$ cat src/rtl/riscv_test_monitor.sv
// riscv_test_monitor
//
// End-of-test monitor for an RV32I core running riscv-tests. Watches the core
// PC for the halt address and decodes the riscv-tests gp (x3) convention into
// sticky pass / fail / timeout flags plus the failing test number.
//
// Parameters:
//   HALT_PC  PC value that marks test completion
//   TIMEOUT  cycles spent in RUN before a timeout is declared (>= 1)
//
// Ports:
//   clk              clock, rising edge
//   rst              asynchronous active-high reset
//   clear            synchronous restart back to RUN, counters zeroed
//   pc, gp           core program counter and x3, sampled every edge
//   done             any terminal state reached
//   pass/fail/timeout  one-hot terminal outcome while done is high
//   test_num         gp[31:1] latched at a failing halt, else 0
//   cycle_count      (TEST_MONITOR_PERF_EN only) RUN edges seen
//   pc_change_count  (TEST_MONITOR_PERF_EN only) RUN edges where pc changed
//
// Build option: define TEST_MONITOR_PERF_EN to add the two perf counters.
//
// state   | meaning
// --------+-------------------------------------------------
// RUN     | test executing, tick counter advancing
// PASS    | halt reached with gp == 1 (sticky)
// FAIL    | halt reached with gp != 1, test_num latched (sticky)
// TIMEOUT | TIMEOUT edges elapsed without halt (sticky)

module riscv_test_monitor #(
    parameter logic [31:0] HALT_PC = 32'h44,
    parameter int unsigned TIMEOUT = 5000
) (
    input  logic        clk,
    input  logic        rst,
    input  logic        clear,
    input  logic [31:0] pc,
    input  logic [31:0] gp,
    output logic        done,
    output logic        pass,
    output logic        fail,
    output logic        timeout,
    output logic [30:0] test_num
`ifdef TEST_MONITOR_PERF_EN
    ,
    output logic [31:0] cycle_count,
    output logic [31:0] pc_change_count
`endif
);

    localparam logic [1:0] ST_RUN     = 2'd0;
    localparam logic [1:0] ST_PASS    = 2'd1;
    localparam logic [1:0] ST_FAIL    = 2'd2;
    localparam logic [1:0] ST_TIMEOUT = 2'd3;

    localparam int unsigned TICK_W = $clog2(TIMEOUT + 1);
    // The counter stops at this value, so it can never wrap.
    localparam logic [TICK_W-1:0] TICK_LAST = TICK_W'(TIMEOUT - 1);

    logic [1:0]        state_q, state_d;
    logic [TICK_W-1:0] tick_q, tick_d;
    logic [30:0]       test_num_q, test_num_d;
    logic              halt_hit;

    assign halt_hit = (pc == HALT_PC);

    always_comb begin
        state_d    = state_q;
        tick_d     = tick_q;
        test_num_d = test_num_q;
        // clear outranks everything, including a halt on the same edge
        if (clear) begin
            state_d    = ST_RUN;
            tick_d     = '0;
            test_num_d = '0;
        end else if (state_q == ST_RUN) begin
            // halt is checked before expiry so a coincident halt wins
            if (halt_hit && gp == 32'd1) begin
                state_d = ST_PASS;
            end else if (halt_hit) begin
                state_d    = ST_FAIL;
                test_num_d = gp[31:1];
            end else if (tick_q == TICK_LAST) begin
                state_d = ST_TIMEOUT;
            end else begin
                tick_d = tick_q + TICK_W'(1);
            end
        end
    end

    always_ff @(posedge clk or posedge rst) begin
        if (rst) begin
            state_q    <= ST_RUN;
            tick_q     <= '0;
            test_num_q <= '0;
        end else begin
            state_q    <= state_d;
            tick_q     <= tick_d;
            test_num_q <= test_num_d;
        end
    end

    // Decoded straight from the state register; asynchronous reset clears
    // them immediately.
    assign done     = (state_q != ST_RUN);
    assign pass     = (state_q == ST_PASS);
    assign fail     = (state_q == ST_FAIL);
    assign timeout  = (state_q == ST_TIMEOUT);
    assign test_num = test_num_q;

`ifdef TEST_MONITOR_PERF_EN
    logic [31:0] cycle_count_q, cycle_count_d;
    logic [31:0] pc_change_count_q, pc_change_count_d;
    logic [31:0] pc_q, pc_d;
    logic        run_edge;

    assign run_edge = (state_q == ST_RUN) && !clear;

    always_comb begin
        cycle_count_d     = cycle_count_q;
        pc_change_count_d = pc_change_count_q;
        pc_d              = pc;
        if (clear) begin
            cycle_count_d     = '0;
            pc_change_count_d = '0;
            pc_d              = '0;
        end else if (run_edge) begin
            cycle_count_d = cycle_count_q + 32'd1;
            if (pc != pc_q) begin
                pc_change_count_d = pc_change_count_q + 32'd1;
            end
        end
    end

    always_ff @(posedge clk or posedge rst) begin
        if (rst) begin
            cycle_count_q     <= '0;
            pc_change_count_q <= '0;
            pc_q              <= '0;
        end else begin
            cycle_count_q     <= cycle_count_d;
            pc_change_count_q <= pc_change_count_d;
            pc_q              <= pc_d;
        end
    end

    assign cycle_count     = cycle_count_q;
    assign pc_change_count = pc_change_count_q;
`endif

endmodule

$ cat config.mk
export PLATFORM = sky130hd
export DESIGN_NAME = riscv_test_monitor
export DESIGN_NICKNAME = d
export VERILOG_FILES = /design/src/rtl/riscv_test_monitor.sv
export SDC_FILE = /design/constraint.sdc
export NUM_CORES = 1
export LEC_CHECK = 0
export CAP_MARGIN = 20
export CORE_UTILIZATION = 25
export DETAILED_ROUTE_END_ITERATION = 10
export PLACE_DENSITY = 0.6
export SYNTH_ARGS = -nofsm -noshare
export SYNTH_HDL_FRONTEND = slang
export SYNTH_SLANG_ARGS = --single-unit
$ cat constraint.sdc
create_clock -name clk -period 5.6 [get_ports clk]
set_clock_uncertainty 0.2 [all_clocks]
set_input_delay 1.12 -clock clk [delete_from_list [all_inputs] [get_ports clk]]
set_output_delay 1.12 -clock clk [all_outputs]
set_load 0.005 [all_outputs]
==> metrics <==
status finished clean; WL/cell roughly 13 um; R2R Path End test_num[29]; power per cell area ~160 nW/um2; first-pass GRT wire length 10430 um; hold buffer count at cts 0; crit path to test_num[29]; Yosys top cell by area dfrtp_1; CTS HTree Levels 2; DR pass1 iterations 4; post-cts resize count 0; #FFs+latches synth 46; crit path DAT 3190 ps; Async SR Flop Fraction 100.0%; CTS tree built; worst-margin pin slew 545.5 ps; final hold vios 0; Worst slew margin 63.58%; RSZ-0062 raised after global routing false; Core Area 10280 um2; CP Launch Type input port; RePlAce Congestion 0.7072; die area 10970 um2; Num Clock Sinks 46; port bufs 101; std cell rows 37; crit path kind input port to flop; critical path peak fanout 31; placed cells 478; syn_area_per_cell 10.43 um2; CP endpoint kind flop; global route total overflow 0; syn_nets 321; hold_sp state_q[0]; Cell variety after synth 39; Reg clk slew, reported paths 80 ps; fin crit share 56.68%; Synth top cells by count 65 x nand2b_1, 46 x dfrtp_1, 32 x mux2i_1; f_max around 0.32 GHz; FF-to-FF Start state_q[1]; # Max-Cap Violations 0; Die W 104.7 um; Synth Flop Type dfrtp_1; Worst EP required 5610 ps; sequential area share after synthesis 43.62%; maximum vdd drop 0.09103 mV; clock buffer depth 2; final cell count without fillers 487; # IOs just over 100; CP startpoint pc[10]; largest net degree at the start of global routing 86; Post CTS Setup Buffer Count 0; initial DRC count 117; Final Max Tran Viols 0; via/cell ratio 4.441; Root Driver clkbuf_8; Syn Inst Count 253; initial core utilization around 26%; Reg2Reg Setup Slack 3480 ps; ranking of synthesized cells by area dfrtp_1 44%, nand2b_1 15%, mux2i_1 12%; total negative slack 0 ps; drc violations 0; clock latency on the worst-skew pair 290 ps; post-detail-place hpwl around 4600 um; global-route usage over all layers 11.67%; ANT nets after route 0; number of global-route vias before repair between 2000 and 2500; area added between synthesis and finish 46.80%; Num CTS Buffers 5; Routed WL 6340 um; Leak around 1.5 nW; most frequent cell after synthesis nand2b_1; fill cell count 1021; post-layout minimum cycle time roughly 3200 ps; Hold Crit Class flop to flop; ant diodes 0; share of cells above drive strength 1 under 10%; yosys synthesis warning count 0; area share of the largest cell type after synthesis 43.62%; initial antenna violation count 0; Final Core Density approximately 38%; Post-synth EDFFs 0; Die H 104.7 um; Final Setup Violations 0; R2R depth 5; Layout Nets 419; Vias 2163; Syn Std Cell Area 2639 um2
[worst min-delay path by stage]
stage | to | cells after the start
3_5_place_dp | state_q[1] | 1
6_report | state_q[1] | 1
2_1_floorplan | state_q[1] | 1
5_1_grt | test_num[22] | 2
4_1_cts | state_q[1] | 1
3_3_place_gp | state_q[1] | 1
[per-layer routing]
layer	track usage, %	part of all wire, %
met2	19.39	50
met5	0	0
met4	2.414	0.55
met1	15.35	46
met3	2.870	4.2
[layout by cell type (no fill, tap or decap), types with 3 or more instances in the layout]
cell and count:
nand3_1 3, o21ai_0 3, nor2b_1 7, clkbuf_8 5
nor4_2 4, or4_1 3, nor3_1 3, nand2b_1 65
clkdlybuf4s50_1 100, nand2_1 9, mux2_2 4, dfrtp_1 46
nor4_1 11, mux2i_1 32, nor2_1 12, nand4_1 4
[power breakdown]
group	leakage [nW]	switching, mW	internal [mW]	total, mW
Sequential	0.640	0.00225	0.334	0.336
Clock	0.0438	0.108	0.0840	0.192
Combinational	0.789	0.0325	0.0586	0.0911
Total	1.47	0.143	0.476	0.619
[flip-flops by register name, indices dropped and copies added (netlist names)]
register and flops:
tick_q 13, test_num 31, state_q 2
[kinds of logic (layout without fill, tap and decap cells)]
group,count (synthesis),after routing,synth area share [%]
fa+ha+maj,1,1,0.4741
compound gates,16,16,4.362
xor+xnor,2,2,0.6639
simple gates,135,135,33.33
buf+inv,16,114,3.272
mux,37,37,14.27
flops,46,46,43.62
[critical path, stage by stage]
cell and delay (ps):
clkdlybuf4s50_1 410, nor4_2 310, nand4_2 250, nor4_4 320, buf_4 490, mux2i_1 250
[through the flow]
step	power (mW)	hold WS, ps	area, um2	worst slack (ps)
3_3_place_gp	0.4307	302.7	3747	2090
2_1_floorplan	0.3724	287.4	2639	2837
3_5_place_dp	0.4312	328.9	3747	2067
5_1_grt	0.6526	365.6	3874	2285
4_1_cts	0.6261	340.2	3826	2380
6_report	0.6192	339.8	3874	2426
[area by class of cell]
class	count	area (um2)	share of cell area, %
clock inverters	2	10.01	0.2584
inverters	3	11.26	0.2907
clock buffers	5	68.82	1.776
repair buffers	104	1061	27.39
multi-input cells	191	1401	36.18
well taps	136	170.2	4.393
flip-flops and latches	46	1151	29.72
Note: power is estimated with default switching activity, not from simulation.
